## src/rtl/apb_cmd_scheduler.sv

```systemverilog
// Command scheduler: parses header/data packets from the command FIFO, dispatches them
// to one of four APB channel engines, and round-robin merges read responses to the return FIFO.
module apb_cmd_scheduler #(
  parameter int TIMEOUT = 64,
  parameter int CNT_W   = 8
) (
  input  logic         clk,
  input  logic         rst_n,
  input  logic         empty,
  input  logic [31:0]  rdata,
  output logic         rdata_en,
  output logic [3:0]   cmd_vld,
  input  logic [3:0]   cmd_rdy,
  output logic         cmd_write,
  output logic [23:0]  cmd_addr,
  output logic [31:0]  cmd_wdata,
  input  logic [3:0]   rsp_vld,
  input  logic [127:0] rsp_data,
  output logic [3:0]   rsp_ack,
  input  logic         full,
  output logic         wdata_vld,
  output logic [31:0]  wdata,
  output logic         err_pkt,
  output logic         err_timeout
);

  typedef enum logic [2:0] {S_IDLE, S_HDR, S_DPOP, S_DAT, S_ISSUE} state_e;

  localparam logic [CNT_W-1:0] TO_LAST = CNT_W'((TIMEOUT == 0) ? 0 : TIMEOUT - 1);

  state_e      state_q;
  logic [1:0]  ch_q;
  logic [23:0] pend_addr_q;
  logic [CNT_W-1:0] cnt_q;
  logic        cmd_write_q;
  logic [23:0] cmd_addr_q;
  logic [31:0] cmd_wdata_q;
  logic        err_pkt_q;
  logic        err_timeout_q;

  logic [3:0]  ch_onehot;
  logic        ch_ready;
  state_e      hdr_next;

  // Header decision rules, shared by HDR and by DAT when a header shows up in place of data.
  always_comb begin
    hdr_next = S_IDLE;
    if (!rdata[0] && rdata[2]) begin
      hdr_next = rdata[1] ? S_DPOP : S_ISSUE;
    end
  end

  assign ch_onehot = 4'b0001 << ch_q;
  assign ch_ready  = |(cmd_rdy & ch_onehot);
  assign rdata_en  = !empty && ((state_q == S_IDLE) || (state_q == S_DPOP));
  assign cmd_vld   = (state_q == S_ISSUE) ? (cmd_rdy & ch_onehot) : 4'b0000;

  always_ff @(posedge clk or negedge rst_n) begin
    if (!rst_n) begin
      state_q       <= S_IDLE;
      ch_q          <= 2'd0;
      pend_addr_q   <= '0;
      cnt_q         <= '0;
      cmd_write_q   <= 1'b0;
      cmd_addr_q    <= '0;
      cmd_wdata_q   <= '0;
      err_pkt_q     <= 1'b0;
      err_timeout_q <= 1'b0;
    end else begin
      err_pkt_q     <= 1'b0;
      err_timeout_q <= 1'b0;
      case (state_q)
        S_IDLE: if (!empty) state_q <= S_HDR;
        S_HDR, S_DAT: begin
          if ((state_q == S_DAT) && rdata[0]) begin
            cmd_write_q <= 1'b1;
            cmd_addr_q  <= pend_addr_q;
            cmd_wdata_q <= {1'b0, rdata[31:1]};
            state_q     <= S_ISSUE;
          end else begin
            // In DAT this branch means the data word is missing: flag it and treat the word as a header.
            err_pkt_q   <= rdata[0] || (state_q == S_DAT);
            ch_q        <= rdata[4:3];
            pend_addr_q <= rdata[31:8];
            if (hdr_next == S_ISSUE) begin
              cmd_write_q <= 1'b0;
              cmd_addr_q  <= rdata[31:8];
            end
            state_q <= hdr_next;
          end
        end
        S_DPOP: if (!empty) state_q <= S_DAT;
        S_ISSUE: begin
          if (ch_ready) begin
            cnt_q   <= '0;
            state_q <= S_IDLE;
          end else if ((TIMEOUT != 0) && (cnt_q == TO_LAST)) begin
            err_timeout_q <= 1'b1;
            cnt_q         <= '0;
            state_q       <= S_IDLE;
          end else if (TIMEOUT != 0) begin
            cnt_q <= cnt_q + 1'b1;
          end
        end
        default: state_q <= S_IDLE;
      endcase
    end
  end

  assign cmd_write   = cmd_write_q;
  assign cmd_addr    = cmd_addr_q;
  assign cmd_wdata   = cmd_wdata_q;
  assign err_pkt     = err_pkt_q;
  assign err_timeout = err_timeout_q;

  // Response arbiter
  logic [1:0]  ptr_q;
  logic [3:0]  ack_prev_q;
  logic        wdata_vld_q;
  logic [31:0] wdata_q;
  logic [3:0]  req;
  logic        grant_any;
  logic [1:0]  grant_idx;
  logic [1:0]  scan_idx;
  logic [31:0] rsp_word [4];

  for (genvar gi = 0; gi < 4; gi++) begin : g_rsp_word
    assign rsp_word[gi] = rsp_data[32*gi +: 32];
  end

  // A channel just acked still shows rsp_vld for one cycle; mask it so it is not granted twice.
  assign req = full ? 4'b0000 : (rsp_vld & ~ack_prev_q);

  always_comb begin
    grant_any = 1'b0;
    grant_idx = ptr_q;
    scan_idx  = ptr_q;
    for (int k = 0; k < 4; k++) begin
      scan_idx = ptr_q + 2'(k);
      if (!grant_any && req[scan_idx]) begin
        grant_any = 1'b1;
        grant_idx = scan_idx;
      end
    end
  end

  assign rsp_ack = grant_any ? (4'b0001 << grant_idx) : 4'b0000;

  always_ff @(posedge clk or negedge rst_n) begin
    if (!rst_n) begin
      ptr_q       <= 2'd0;
      ack_prev_q  <= 4'b0000;
      wdata_vld_q <= 1'b0;
      wdata_q     <= '0;
    end else begin
      ack_prev_q  <= rsp_ack;
      wdata_vld_q <= grant_any;
      if (grant_any) begin
        ptr_q   <= grant_idx + 2'd1;
        wdata_q <= rsp_word[grant_idx];
      end
    end
  end

  assign wdata_vld = wdata_vld_q;
  assign wdata     = wdata_q;

endmodule

```

## config.mk

```make
export PLATFORM = sky130hd
export DESIGN_NAME = apb_cmd_scheduler
export DESIGN_NICKNAME = d
export VERILOG_FILES = /design/src/rtl/apb_cmd_scheduler.sv
export SDC_FILE = /design/constraint.sdc
export NUM_CORES = 1
export LEC_CHECK = 0
export CAP_MARGIN = 30
export CORE_ASPECT_RATIO = 0.6
export CORE_MARGIN = 1
export CORE_UTILIZATION = 40
export CTS_BUF_LIST = sky130_fd_sc_hd__clkbuf_8 sky130_fd_sc_hd__clkbuf_16
export DETAILED_ROUTE_END_ITERATION = 7
export PLACE_DENSITY = 0.78
export SLEW_MARGIN = 20
export SYNTH_ARGS = -nofsm -noshare
export SYNTH_HDL_FRONTEND = slang
export SYNTH_SLANG_ARGS = --single-unit
```

## constraint.sdc

```tcl
create_clock -name clk -period 2.2 [get_ports clk]
set_clock_uncertainty 0.2 [all_clocks]
set_input_delay 0.44 -clock clk [delete_from_list [all_inputs] [get_ports clk]]
set_output_delay 0.44 -clock clk [all_outputs]
set_load 0.02 [all_outputs]
```

==> results.cfg, run 1 <==
[pwr]
p_per_area_nw_per_um2 = 1183
peakVddDrop_mv = 0.6136
p_total_mw = 13.28
power.switching_mw = 4.712
pwr-share-seq_pct = 29.1
p_int_mw = 8.566
power.leakage_nw = 4.746
pwr-share-comb_pct = 48.2
switching_share_pct = 35.49
power.share.clock_pct = 22.6

[grt]
grt_pass1_vias = 5939
grt.total_usage_pct = 22.71
grt_pass1_wl_um = 31440
antenna_found_initial = 0
grt_start_max_net_pins = 56
grt_overflow = 0

[cts]
clkSlewWorstSetupHoldPaths_ns = 0.07
clock_latency_ns = 0.41
clockBufferDepth = 2
h-tree-depth = 4
cts.sinks = 134
cts-root-buf = clkbuf_16
cts_tree = done
cts_inserted_buffers = 17

[worst_setup_path]
cp.arrival_ns = 1.99
crit_required_ns = 1.56
critical_path_class = flip-flop to primary output
crit_path_max_fanout = 6
setup.worst_path.start_class = flip-flop
endpoint_kind = primary output

[cells_and_area]
n_fill_cell = 1269
layout.nets = 1090
drive_gt1_share_pct = 21.90
syn_to_final_growth_pct = 62.82
num_antenna_cells = 0
multi_input_area_sq_um = 3442
seq_area_sq_um = 3353

[timing]
fmax_mhz = 380.3
slew_headroom_pct = 64.93
final.setup.worst_slack_ns = -0.4294
period_needed_ns = 2.629
worst-slew-pin-transition_ns = 0.5260
hold_viol_final = 0
finalMaxSlewViolations = 0
setup_violations = 39
finalSetupTns_ns = -7.562
rsz0062_at_grt = true
fin_crit_sh_pct = 119.5

[yosys]
synth_area_sq_um = 6893
async_flop_share_pct = 100.0
ys_ff_latch = 134
ys_types = 49
yosysWarnings = 0
synth_edf_count = 0
syn_avg_cell_area_sq_um = 11.43
yosys_most_used_dff = dfrtp_1
synth_fp_nets = 778
synthCells = 603
ys_seq_area_share_pct = 48.65

[floorplanning]
die_area_sq_um = 17780
initial_utilization_pct = 41.70
ios = 273
core_sq_um = 16530
die-width_um = 171.5
num_rows = 36
dieHeight_um = 103.7

[routing]
routedWlPerCell_um = 17.70
drt-pass1-iter-count = 5
vias_per_cell = 5.107
routed_wl_um = 20440
drtIter0Drc = 291
drcViolationCount = 0
ant_nets = 0
vias = 5899

[placed_design]
hpwl_um = 14420
io_buffers = 271
gp_congestion = 0.8505

[hold_path]
min_path_type = flip-flop to flip-flop

[job]
cap_violations = 0

[run_status]
status = finished with violations
violations = negative setup slack
==> Yosys cell counts, types with 3 or more instances <==
cell	instances	share of area, %
dfrtp_1	134	49
mux2i_1	90	13
nand2_1	75	4.1
nor3b_1	66	7.2
mux2_2	57	9.3
o21ai_0	37	2.7
o211ai_1	32	3.5
clkbuf_1	18	0.98
buf_2	12	0.87
buf_6	7	1.1
nor3_1	7	0.51
a21oi_1	5	0.36
buf_1	4	0.22
buf_12	4	1.2
nor2_1	4	0.22
and3_1	3	0.27
ha_1	3	0.54
inv_1	3	0.16
nand3_1	3	0.22
nor2b_1	3	0.27
==> metal layers <==
metal	up-vias	part of all wire [%]	global-route usage [%]	wire length, um
li1	2795	-	-	-
met1	2947	47	31.11	9681
met2	144	47	36.00	9605
met3	13	4.9	5.159	1000
met4	0	0.77	5.931	157
met5	-	0	0	0
==> what timing repair did <==
item                                    in CTS  in global routing
resized for setup                           82                 30
gates cloned                                 2                  4
pin swaps                                   15                 10
buffers inserted                             6                  6
endpoints found under the setup margin      44                 50
hold buffers                                 1                  0
endpoints found under the hold margin       46                  0
==> through the flow <==
stage / hold WS, ns / cells / instance area [sq um] / setup slack, ns / utilization, %
floorplan: -0.05559 / 603 / 6954 / -0.1016 / -
global placement: 0.2190 / 1107 / 10140 / -1.070 / 61.32
detailed placement: 0.2226 / 1107 / 10140 / -1.118 / 61.32
CTS: 0.2849 / 1145 / 10980 / -0.4370 / 66.40
global route: 0.3046 / 1155 / 11220 / -0.5022 / 67.89
finish: 0.2807 / 1155 / 11220 / -0.4294 / 67.89
==> cells in the final DEF (no fill, tap or decap), types with 2 or more instances in the layout <==
cell type	netlist	routed
nor2_1	4	2
mux2i_1	90	85
nor3_4	0	3
buf_4	1	42
buf_6	7	16
clkbuf_16	0	21
buf_16	0	2
clkdlybuf4s50_1	0	256
inv_1	3	3
nor2b_4	1	2
nor2_4	0	2
and3_1	3	3
a21oi_4	0	2
bufinv_16	0	3
mux2i_2	0	4
nand3_1	3	3
o21ai_1	2	3
nor3b_1	66	65
dlygate4sd2_1	0	4
clkinvlp_4	0	2
o211ai_1	32	32
nand2b_1	2	2
or3b_4	0	2
dfrtp_1	134	134
buf_12	4	11
ha_1	3	3
and2_1	2	2
nand2_1	75	74
inv_8	0	2
nand3b_1	2	2
inv_6	0	6
nor3_1	7	3
nor2b_2	0	2
a21oi_1	5	2
mux2_2	57	57
o21ai_0	37	34
==> critical path: stages, from the launching register on <==
cell and delay (ns):
dfrtp_1 0.43, or3b_4 0.44, nand4b_1 0.20, o311a_4 0.33
nor3_4 0.05, buf_6 0.13
==> power by group through the flow <==
stage	combinational [mW]	sequential, mW	clock [mW]
2_1_floorplan	2.46	4.66	0
3_3_place_gp	5.54	3.83	0
3_5_place_dp	5.61	3.87	0
4_1_cts	5.99	3.85	3.07
5_1_grt	6.79	3.97	3.19
6_report	6.40	3.87	3.01
==> registers in the layout, indices dropped and copies added (netlist names), 2 cells and up <==
name	cells
ack_prev_q	4
ch_q	2
cmd_addr	24
cmd_wdata	31
cnt_q	8
pend_addr_q	24
ptr_q	2
state_q	3
wdata	32
==> cells by family after synthesis <==
kind of cell | after synthesis | synth area share (%)
compound gates | 85 | 7.715
xor+xnor | 2 | 0.2542
fa+ha+maj | 3 | 0.5446
buf+inv | 50 | 4.847
flops | 134 | 48.65
mux | 148 | 22.71
other cells | 1 | 0.05440
simple gates | 180 | 15.23
==> path summary, 6_finish.rpt <==
| path | endpoint | cells past startpoint | slack [ns] | from |
|---|---|---|---|---|
| max in group asynchronous | ack_prev_q[2] | 3 | 0.82 | rst_n |
| worst max register to register | wdata[22] | 8 | -0.25 | ack_prev_q[0] |
| worst min-delay path | cmd_addr[15] | 2 | 0.28 | cmd_addr[15] |
| worst min register to register | cmd_addr[15] | 2 | 0.28 | cmd_addr[15] |
| min in group asynchronous | cmd_wdata[20] | 2 | 0.36 | rst_n |
| worst max-delay path | rsp_ack[1] | 5 | -0.43 | ack_prev_q[0] |
==> cell type report <==
type,instances,share of cell area (%)
sequential,134,29.88
clock buffer,17,3.790
inverter,3,0.1003
clock inverter,14,1.683
multi-input combinational,419,30.67
tap,228,2.542
timing repair buffer,340,31.34
(Power assumes the default switching activity.)
==> run 2, diff against run 1 <==
--- a/config.mk
+++ b/config.mk
@@ -8,11 +8,10 @@
 export CAP_MARGIN = 30
 export CORE_ASPECT_RATIO = 0.6
 export CORE_MARGIN = 1
-export CORE_UTILIZATION = 40
+export CORE_UTILIZATION = 47
 export CTS_BUF_LIST = sky130_fd_sc_hd__clkbuf_8 sky130_fd_sc_hd__clkbuf_16
 export DETAILED_ROUTE_END_ITERATION = 7
-export PLACE_DENSITY = 0.78
-export SLEW_MARGIN = 20
+export PLACE_DENSITY = 0.86
 export SYNTH_ARGS = -nofsm -noshare
 export SYNTH_HDL_FRONTEND = slang
 export SYNTH_SLANG_ARGS = --single-unit
==> constraint.sdc (replaced) <==
create_clock -name clk -period 3.2 [get_ports clk]
set_clock_uncertainty 0.2 [all_clocks]
set_input_delay 0.64 -clock clk [delete_from_list [all_inputs] [get_ports clk]]
set_output_delay 0.64 -clock clk [all_outputs]
set_load 0.02 [all_outputs]
==> run 2 against run 1 <==
Net effect:
- the flow still finishes with violations (negative setup slack)
- final area fell by 6.6%
- via count fell by 0.36%
- clock power fell by 36%
==> results.cfg, run 2 (same netlist as run 1, synthesis figures left out) <==
[worst_setup_path]
crit_path_cell_trace = clkdlybuf4s50_1, nor2b_4, o21ai_1, o31ai_2, o311ai_4, nor3_2, buf_4
crit_slowest_cell = clkdlybuf4s50_1
cpPeakStageDelay_ns = 0.46
crit_path_max_fanout = 3
cp.arrival_ns = 2.39
timing.rr.start = ptr_q[1]
crit_required_ns = 2.36
setup.worst_path.start_class = primary input
r2r_slack_ns = 0.11
startpoint = rsp_vld[2]
critical_path_class = primary input to primary output
endpoint_kind = primary output

[grt]
antenna_found_initial = 0
grt_overflow = 0
grt_pass1_wl_um = 30090
grt_pass1_vias = 5988
grt_start_max_net_pins = 77
grt.total_usage_pct = 25.91

[timing]
holdWs_ns = 0.04669
fmax_mhz = 309.6
hold_viol_final = 0
final.setup.worst_slack_ns = -0.03019
period_needed_ns = 3.230
setup_violations = 3
worst-slew-pin-transition_ns = 0.7773
finalMaxSlewViolations = 0
slew_headroom_pct = 47.74
fin_crit_sh_pct = 100.9

[pwr]
power.switching_mw = 3.125
power.leakage_nw = 4.470
power.share.clock_pct = 23.0
p_int_mw = 5.295
peakVddDrop_mv = 0.4782
pwr-share-seq_pct = 32.0
pwr-share-comb_pct = 45.0
p_total_mw = 8.420
p_per_area_nw_per_um2 = 802.9
switching_share_pct = 37.11

[floorplanning]
ios = 273
core_sq_um = 14000
num_rows = 33
dieHeight_um = 95.81
die_area_sq_um = 15170
die-width_um = 158.3
initial_utilization_pct = 49.24

[cts]
cts-root-buf = clkbuf_16
cts_tree = done
clockBufferDepth = 2
clock_latency_ns = 0.42
cts_hold_buf = 0
cts_inserted_buffers = 17
cts.sinks = 134
h-tree-depth = 4
clkSlewWorstSetupHoldPaths_ns = 0.07

[cells_and_area]
largest_reg_flops = 32
layout.nets = 1057
drive_gt1_share_pct = 16.87
fin_cells = 1087
final_cell_mix = 262 x clkdlybuf4s50_1, 134 x dfrtp_1, 90 x mux2i_1
final_util_pct = 74.92
mostFrequentLayoutCell = clkdlybuf4s50_1
syn_to_final_growth_pct = 52.13
num_antenna_cells = 0

[routing]
ant_nets = 0
vias_per_cell = 5.408
vias = 5878
drt-pass1-iter-count = 5
drcViolationCount = 0
routedWlPerCell_um = 18.07
routed_wl_um = 19640
drtIter0Drc = 370

[placed_design]
gp_congestion = 0.7781
io_buffers = 271
hpwl_um = 14020
dp.cells = 1043

[run_status]
violations = negative setup slack
status = finished with violations

[job]
cap_violations = 0

[hold_path]
min_path_type = primary input to async pin
run 2: changes by cell type in the layout (fill, tap and decap cells not counted), sizes merged, moves of 2 or more:
cell / change
bufinv: -2
buf: -31
dlygate4sd2: -4
clkdlybuf4s50: +6
clkbuf: -6
dlymetal6s2s: +3
clkinv: +3
run 2: layout make-up:
class | count | area, sq um
Clock buffer | 17 | 425.4
Clock inverter | 15 | 156.4
Fill cell | 918 | 3511
Inverter | 3 | 11.26
Multi-Input combinational cell | 419 | 3298
Sequential cell | 134 | 3353
Tap cell | 192 | 240.2
Timing Repair Buffer | 307 | 3002
run 2: what timing repair did:
action                     in CTS  in global routing
setup endpoints to repair       6                  9
buffers inserted                8                  4
resized for setup              25                 16
pin swaps                       2                  4
run 2: critical path, delay by kind of cell:
family	cells	cell delay, ns
buffers and inverters	2	0.66
AOI/OAI and AO/OA	3	0.69
and+or+nand+nor	2	0.41
run 2: per-stage QoR:
step	worst slack, ns	TNS, ns	area, sq um
6_report	-0.03019	-0.04680	10490
5_1_grt	-0.01812	-0.04144	10490
4_1_cts	-0.06227	-0.1072	10410
3_5_place_dp	-0.6382	-7.874	9757
3_3_place_gp	-0.5066	-4.957	9757
2_1_floorplan	0.3115	0	6893
run 2: final timing paths:
check	to	cells after the start
setup / recovery	rsp_ack[0]	7
hold / removal	cmd_wdata[17]	1
setup reg to reg	wdata[5]	7
hold reg to reg	cmd_addr[12]	2
max in group asynchronous	cmd_addr[16]	2
min in group clk	cmd_addr[12]	2
run 2: power groups by stage:
stage	registers, mW	clock network, mW	logic (mW)
2_1_floorplan	3.20	0	1.65
3_3_place_gp	2.65	0	3.54
3_5_place_dp	2.70	0	3.65
4_1_cts	2.69	1.98	3.71
5_1_grt	2.76	2.06	4.01
6_report	2.69	1.94	3.79
run 2: layer usage:
layer	part of all wire, %	up-vias	global-route usage (%)
met4	1.1	0	7.212
met2	51	229	45.43
li1	-	2724	-
met1	41	2898	31.42
met5	0	-	0
met3	6.0	27	7.249
==> run 3, diff against run 2 <==
--- a/config.mk
+++ b/config.mk
@@ -9,7 +9,6 @@
 export CORE_ASPECT_RATIO = 0.6
 export CORE_MARGIN = 1
 export CORE_UTILIZATION = 47
-export CTS_BUF_LIST = sky130_fd_sc_hd__clkbuf_8 sky130_fd_sc_hd__clkbuf_16
 export DETAILED_ROUTE_END_ITERATION = 7
 export PLACE_DENSITY = 0.86
 export SYNTH_ARGS = -nofsm -noshare
==> results of run 3 <==
The final DEF is identical to that of run 2; final timing and power are the same.
